<file path="src/rtl/cska_pkg.sv">
// Shared types and default sizing for the sequential carry-skip subtractor.
package cska_pkg;

    typedef enum logic [1:0] {
        IDLE = 2'd0,
        RUN  = 2'd1,
        DONE = 2'd2
    } state_t;

    localparam int WIDTH_DEF = 16;
    localparam int BLK_DEF   = 4;
    localparam int NBLK      = WIDTH_DEF / BLK_DEF;
    localparam int IDX_W     = $clog2(NBLK);

    // Block index width for an arbitrary block count, never narrower than 1 bit.
    function automatic int idx_w(input int nblk);
        return (nblk > 1) ? $clog2(nblk) : 1;
    endfunction

endpackage

</file>
<file path="src/rtl/cska_sub_blk.sv">
// One carry-skip block: BLK-bit ripple adder plus propagate detect and skip mux.
module cska_sub_blk
    import cska_pkg::*;
#(
    parameter int BLK = BLK_DEF
) (
    input  logic [BLK-1:0] a,
    input  logic [BLK-1:0] b_n,
    input  logic           cin,
    output logic [BLK-1:0] sum,
    output logic           cout_sel,
    output logic           skip
);

    logic [BLK:0]   w_c;
    logic [BLK-1:0] w_p;

    assign w_c[0] = cin;

    for (genvar i = 0; i < BLK; i++) begin : g_rip
        assign w_p[i]   = a[i] ^ b_n[i];
        assign sum[i]   = w_p[i] ^ w_c[i];
        assign w_c[i+1] = (a[i] & b_n[i]) | (w_c[i] & w_p[i]);
    end

    // All bits propagate: the incoming carry passes straight through.
    assign skip     = &w_p;
    assign cout_sel = skip ? cin : w_c[BLK];

endmodule

</file>
<file path="src/rtl/cska_sub_seq.sv">
// Sequential carry-skip subtractor: one BLK-bit block per cycle, a - b - bin.
module cska_sub_seq
    import cska_pkg::*;
#(
    parameter int WIDTH = WIDTH_DEF,
    parameter int BLK   = BLK_DEF
) (
    input  logic                  clk,
    input  logic                  rst_n,
    input  logic                  in_valid,
    output logic                  in_ready,
    input  logic [WIDTH-1:0]      a,
    input  logic [WIDTH-1:0]      b,
    input  logic                  bin,
    output logic                  out_valid,
    input  logic                  out_ready,
    output logic [WIDTH:0]        d,
    output logic [WIDTH/BLK-1:0]  skip_mask
);

    localparam int L_NBLK = WIDTH / BLK;
    localparam int L_IDXW = idx_w(L_NBLK);

    state_t                r_state, w_nxt;
    logic [WIDTH-1:0]      r_a, r_bn;
    logic                  r_carry;
    logic [L_IDXW-1:0]     r_idx;
    logic [WIDTH:0]        r_d;
    logic [L_NBLK-1:0]     r_skip;

    logic [BLK-1:0]        w_a_sl, w_bn_sl, w_sum;
    logic                  w_cout, w_skip, w_last, w_accept;

    assign w_a_sl   = r_a[r_idx*BLK +: BLK];
    assign w_bn_sl  = r_bn[r_idx*BLK +: BLK];
    assign w_last   = (r_idx == L_IDXW'(L_NBLK - 1));
    assign w_accept = (r_state == IDLE) && in_valid;

    cska_sub_blk #(.BLK(BLK)) u_blk (
        .a        (w_a_sl),
        .b_n      (w_bn_sl),
        .cin      (r_carry),
        .sum      (w_sum),
        .cout_sel (w_cout),
        .skip     (w_skip)
    );

    // State register.
    always_ff @(posedge clk or negedge rst_n) begin
        if (!rst_n) r_state <= IDLE;
        else        r_state <= w_nxt;
    end

    // Next-state and handshake outputs.
    always_comb begin
        w_nxt     = r_state;
        in_ready  = 1'b0;
        out_valid = 1'b0;
        case (r_state)
            IDLE: begin
                in_ready = 1'b1;
                if (in_valid) w_nxt = RUN;
            end
            RUN: begin
                if (w_last) w_nxt = DONE;
            end
            DONE: begin
                out_valid = 1'b1;
                if (out_ready) w_nxt = IDLE;
            end
            default: w_nxt = IDLE;
        endcase
    end

    // Operand capture and per-block datapath; the subtrahend is stored inverted.
    always_ff @(posedge clk or negedge rst_n) begin
        if (!rst_n) begin
            r_a     <= '0;
            r_bn    <= '0;
            r_carry <= 1'b0;
            r_idx   <= '0;
            r_d     <= '0;
            r_skip  <= '0;
        end else if (w_accept) begin
            r_a     <= a;
            r_bn    <= ~b;
            r_carry <= ~bin;
            r_idx   <= '0;
            r_d     <= '0;
            r_skip  <= '0;
        end else if (r_state == RUN) begin
            r_d[r_idx*BLK +: BLK] <= w_sum;
            r_skip[r_idx]         <= w_skip;
            r_carry               <= w_cout;
            r_idx                 <= r_idx + 1'b1;
            if (w_last) r_d[WIDTH] <= ~w_cout;
        end
    end

    assign d         = r_d;
    assign skip_mask = r_skip;

endmodule

</file>
<file path="config.mk">
export PLATFORM = sky130hd
export DESIGN_NAME = cska_sub_seq
export DESIGN_NICKNAME = d
export VERILOG_FILES = /design/src/rtl/cska_pkg.sv /design/src/rtl/cska_sub_blk.sv /design/src/rtl/cska_sub_seq.sv
export SDC_FILE = /design/constraint.sdc
export NUM_CORES = 1
export LEC_CHECK = 0
export CAP_MARGIN = 0
export CORE_MARGIN = 2
export CORE_UTILIZATION = 50
export CTS_CLUSTER_DIAMETER = 50
export DETAILED_ROUTE_END_ITERATION = 8
export GPL_TIMING_DRIVEN = 0
export HOLD_SLACK_MARGIN = 0.12
export PLACE_DENSITY = 0.79
export SLEW_MARGIN = 0
export SYNTH_ARGS = -nofsm -noshare
export SYNTH_HDL_FRONTEND = slang
export SYNTH_SLANG_ARGS = --single-unit
</file>
<file path="constraint.sdc">
create_clock -name clk -period 7.2 [get_ports clk]
set_clock_uncertainty 0.1 [all_clocks]
set_input_delay 0.72 -clock clk [delete_from_list [all_inputs] [get_ports clk]]
set_output_delay 0.72 -clock clk [all_outputs]
set_load 0.01 [all_outputs]
</file>
==> results.cfg, run 1 <==
[synthesis]
synth-main-ff-cell = dfrtp_1
syn_area_um2 = 2679
netlist.area_leader.share = 0.5418
synth_area_per_cell_um2 = 10.89
synth-seq-cells = 58
synth_compound_area_frac = 0.1205
synth_top_family_by_area = simple AND/OR/NAND/NOR gates
synth-simple-area-share = 0.1616
synthMuxAreaShare = 0.07099
synth_fa_ha_area_frac = 0.06726
mappedNetlistNets = 295
synthCells = 246
synth_cell_types = 34
yosysTopAreaCell = dfrtp_1
synth_edf_count = 0
synth_warnings = 0
synth_xor_area_frac = 0
netlist_top_cells_area = dfrtp_1, nand2_1, mux4_2
async_flop_share = 1.000
synth_seq_area_share = 0.5418

[clock_tree]
cts_tree = yes
root_buffer = clkbuf_8
clock-sinks = 58
cts_resized = 0
post-cts-setup-buffers = 0
clk_pin_slew_worst_paths_ns = 0.07
cts_buffers = 9
cts.htree.levels = 3
clock_latency_ns = 0.34
cts_buffer_depth = 2
hold_buffers = 0

[setup_path]
worst-r2r-cell-count = 11
rr_endpoint = d[16]
r2r_setup_slack_ns = 3.72
worst_ep_required_time_ns = 7.34
cp-end-kind = register
cp-start-kind = register
critical_path_class = reg2reg
crit-reg2reg-launch = r_idx[0]
cp_max_fo = 10
crit_end = d[16]
crit_arrival_ns = 3.62
crit_start = r_idx[0]

[drt]
first_iter_violations = 135
wl_mm = 5.878
wl_per_cell_um = 14.99
vias_per_cell = 5.263
first_pass_iters = 4
drc = 0
via_count = 2063
antenna_left = 0

[sta]
layout_min_cycle_time_ns = 3.478
setup_slack_ns = 3.722
timing.final.hold_violations = 0
fin_tns_setup_ns = 0
finalCritPeriodShare = 0.4831
report.final.slew_viol_count = 0
rsz0062_at_grt = no
relSlewSlack = 0.6407
fmax_mhz = 287.5
setup_viol = 0
worst_pin_slew_ns = 0.5390

[die]
design.die.area_um2 = 5959
die_h_um = 77.20
io_pins = 60
rows = 26
die_x_um = 77.20
coreArea_um2 = 5140
initial_core_util = 0.5212

[placement]
dpl_cell_area_um2 = 3372
dp.cells = 376
dp_hpwl_mm = 4.320
place_ws_ns = 3.696
portBuffers = 59
place.gp.congestion = 0.8352

[global_route]
grt_pass1_vias = 2101
grt_usage = 0.2177
grt.overflow.total = 0
grt_pass1_wl_mm = 9.956
grt_max_degree = 37
antenna_found_initial = 0

[final_layout]
drive_gt1_frac = 0.1273
design_area_um2 = 3613
antenna_cells = 0
nets = 366
utilization = 0.7030
instances_no_fill = 392
syn2layout_area_growth_pct = 34.89

[min_path]
hold_class = in2async

[outcome]
status = finished, final reports clean

[power_and_ir_drop]
ir_drop_uv = 270.7
power_density_nw_per_um2 = 507.9
power_leakage_nw = 1.620

[run]
maxCapViolCount = 0
==> per-stage QoR <==
stage               hold WS (ns)  power (mW)
floorplan                 0.3244       1.132
CTS                       0.2778       1.847
global route              0.2948       1.971
detailed placement        0.3587       1.481
finish                    0.2589       1.835
global placement          0.3532       1.451
==> flip-flops by register name (all words and copies together) (netlist names) <==
signal / cells
r_idx: 2
d: 17
r_carry: 1
skip_mask: 4
r_state: 2
r_a: 16
r_bn: 16
==> synth_stat cells, types with 4 or more instances <==
master / n
nand3_1: 4
inv_1: 9
nand2_1: 61
clkbuf_1: 5
nor2_1: 18
dfrtp_1: 58
a21oi_1: 18
o21ai_0: 8
fa_1: 4
a32o_1: 4
buf_2: 6
a22o_1: 9
ha_1: 8
mux4_2: 8
==> layout by cell type, fill, tap and decap left out, drive strengths merged, types with 2 or more instances in the layout <==
| cell type | count |
|---|---|
| a21oi | 20 |
| a22o | 9 |
| a32o | 4 |
| and3 | 2 |
| buf | 10 |
| bufinv | 3 |
| clkbuf | 14 |
| clkdlybuf4s50 | 58 |
| clkinvlp | 3 |
| dfrtp | 58 |
| fa | 4 |
| ha | 8 |
| inv | 9 |
| mux4 | 8 |
| nand2 | 61 |
| nand3 | 4 |
| nor2 | 18 |
| nor2b | 2 |
| nor3b | 2 |
| nor4b | 2 |
| o21ai | 10 |
| o31ai | 2 |
==> per-layer routing <==
layer	share of wire	up-vias	global-route usage	routed length [um]
met5	0	-	0	0
met4	0.021	0	0.1018	123
met3	0.048	13	0.04824	285
met2	0.49	72	0.3504	2864
met1	0.44	989	0.2816	2604
li1	-	989	-	-
==> cell families after synthesis <==
| family | count (synthesis) |
|---|---|
| compound gates | 48 |
| fa+ha+maj | 12 |
| buf+inv | 22 |
| flops | 58 |
| mux | 9 |
| simple gates | 97 |
==> worst max-delay path, stage by stage (launching register included) <==
cell	delay (ns)
dfrtp_1	0.51
buf_4	0.28
mux4_2	0.57
fa_1	0.40
inv_1	0.08
fa_1	0.20
fa_1	0.17
inv_1	0.05
fa_1	0.36
mux2i_1	0.25
a22oi_1	0.15
o31ai_1	0.27
==> where the power goes <==
group / switching, mW / internal, mW / leakage, nW
clock network: 0.136 / 0.229 / 0.111
logic: 0.509 / 0.409 / 0.784
registers: 0.0863 / 0.467 / 0.725
==> worst min path at each step <==
stage,depth (start not counted),startpoint,slack (ns),endpoint
floorplan,0,rst_n,0.32,d[0]
global placement,2,r_a[0],0.35,r_a[0]
detailed placement,2,r_a[8],0.36,r_a[8]
CTS,1,rst_n,0.28,d[4]
global route,1,rst_n,0.29,d[4]
finish,1,rst_n,0.26,d[4]
==> cell type report <==
type | count | area (um2)
timing repair buffer | 60 | 605.6
buffer | 13 | 67.56
clock buffer | 9 | 123.9
tap | 70 | 87.58
inverter | 9 | 33.78
multi-input combinational | 166 | 1126
fill | 427 | 1526
sequential | 58 | 1451
clock inverter | 7 | 117.6
Power figures use the tool's default switching activity.
==> inputs of run 2 (changes only) <==
- CORE_UTILIZATION: 50 -> 45
- PLACE_DENSITY: 0.79 -> 0.75
- clock period: 7.2 -> 2.85 ns (I/O delays scaled with it)
==> results.cfg, run 2 (synthesis results as in run 1) <==
[placement]
dp.cells = 381
place.gp.congestion = 0.7864
portBuffers = 59
dp_hpwl_mm = 4.414
dpl_cell_area_um2 = 3388

[run]
maxCapViolCount = 0

[clock_tree]
cts_buffers = 9
clock-sinks = 58
cts_tree = yes
clk_pin_slew_worst_paths_ns = 0.06
root_buffer = clkbuf_8
cts_buffer_depth = 2
cts.htree.levels = 3
clock_latency_ns = 0.33

[setup_path]
crit-reg2reg-launch = r_idx[0]
cp-end-kind = register
crit_arrival_ns = 3.13
rr_endpoint = d[16]
worst-r2r-cell-count = 11
worst_ep_required_time_ns = 2.98
r2r_setup_slack_ns = -0.15
cp-start-kind = register
cp_max_fo = 4
critical_path_class = reg2reg

[final_layout]
syn2layout_area_growth_pct = 36.62
drive_gt1_frac = 0.1682
mostFrequentLayoutCell = nand2_1
instances_no_fill = 402
antenna_cells = 0
nets = 371
final_cell_mix = nand2_1, clkdlybuf4s50_1, dfrtp_1, nor2_1, a21oi_1
design_area_um2 = 3660
largest_reg_flops = 17

[global_route]
grt_max_degree = 32
grt.overflow.total = 0
antenna_found_initial = 0
grt_pass1_wl_mm = 10.45
grt_usage = 0.2186
grt_pass1_vias = 2209

[drt]
via_count = 2090
antenna_left = 0
drc = 0
vias_per_cell = 5.199
first_pass_iters = 4
first_iter_violations = 160
wl_per_cell_um = 15.68
wl_mm = 6.302

[die]
rows = 28
io_pins = 60
die_x_um = 81.16
initial_core_util = 0.4579
die_h_um = 81.16
design.die.area_um2 = 6586
coreArea_um2 = 5851

[sta]
timing.final.hold_violations = 0
rsz0062_at_grt = yes
worst_pin_slew_ns = 0.7110
setup_viol = 6
report.final.slew_viol_count = 0
relSlewSlack = 0.5260
fmax_mhz = 333.4
finalCritPeriodShare = 1.052
layout_min_cycle_time_ns = 2.999
setup_slack_ns = -0.1494
fin_tns_setup_ns = -0.3456

[outcome]
violations = setup timing
status = finished, violations left

[power_and_ir_drop]
p_int_mw = 2.847
p_sw_mw = 1.947
swShare = 0.4061
power_leakage_nw = 1.641
power_density_nw_per_um2 = 1310
ir_drop_uv = 740.4
seq_power_share = 0.292
p_clk_frac = 0.160
combPwrFrac = 0.548

[min_path]
holdPathEnd = r_a[7]
min_path_cells = 2
hold_start = r_a[7]
hold_class = reg2reg
## run 2: cell types whose count changed in the layout (fill, tap and decap cells not counted), sizes merged
cell / change
buf: +4
bufinv: -2
clkbuf: +2
clkinv: +2
clkinvlp: -2
dlygate4sd3: +1
## run 2: power by group through the flow
stage          combinational [mW]  sequential (mW)  clock [mW]
2_1_floorplan                1.49             1.40           0
3_3_place_gp                 2.32             1.40           0
3_5_place_dp                 2.40             1.42           0
4_1_cts                      2.60             1.40       0.785
5_1_grt                      2.91             1.44       0.825
6_report                     2.63             1.40       0.769
## run 2: worst max-delay path, cell delays in order, from the launching register on
cell and delay (ns):
dfrtp_2 0.39, buf_12 0.12, mux4_2 0.55, fa_2 0.36
inv_2 0.06, fa_2 0.19, fa_2 0.20, inv_2 0.04
fa_2 0.33, mux2i_2 0.19, a22oi_1 0.12, o31ai_1 0.23
## run 2: cell type report
class	instances	area, um2
clock inverters	5	52.55
inverters	9	33.78
fillers	476	2191
well taps	75	93.84
clock buffers	11	151.4
flip-flops and latches	58	1453
multi-input cells	166	1146
repair buffers	65	645.6
plain buffers	13	83.83
## run 2: worst max path at each step
stage	end	start	depth (start not counted)	slack [ns]
after global placement	r_idx[0]	rst_n	1	-0.55
after detailed placement	d[16]	r_idx[1]	11	-0.45
after CTS	d[16]	r_idx[0]	11	-0.20
final	d[16]	r_idx[0]	11	-0.15
after floorplan	d[16]	r_idx[0]	11	-0.03
after global routing	d[16]	r_idx[0]	11	-0.27
## run 2: per-stage QoR
step / utilization / hold slack (ns) / setup slack (ns) / total power, mW
2_1_floorplan: - / -0.1106 / -0.03028 / 2.894
3_3_place_gp: 0.5766 / 0.3526 / -0.5525 / 3.715
3_5_place_dp: 0.5791 / 0.2728 / -0.4539 / 3.823
4_1_cts: 0.6240 / 0.3705 / -0.1995 / 4.784
5_1_grt: 0.6255 / 0.3764 / -0.2710 / 5.181
6_report: 0.6255 / 0.3799 / -0.1494 / 4.795
## run 2: per-layer routing
layer  track usage  share of wire  up-vias
li1              -              -      996
met1        0.2818           0.43     1005
met2        0.3529           0.48       76
met3       0.04667          0.059       13
met4        0.1051          0.023        0
met5             0              0        -
## run 2: repair_timing
item / in CTS / in global routing
setup buffers: 4 / 1
hold buffers: 1 / 0
setup endpoints to repair: 7 / 6
cloned: 0 / 0
gates resized for setup: 6 / 3
pin swaps: 5 / 4
endpoints found under the hold margin: 30 / 0
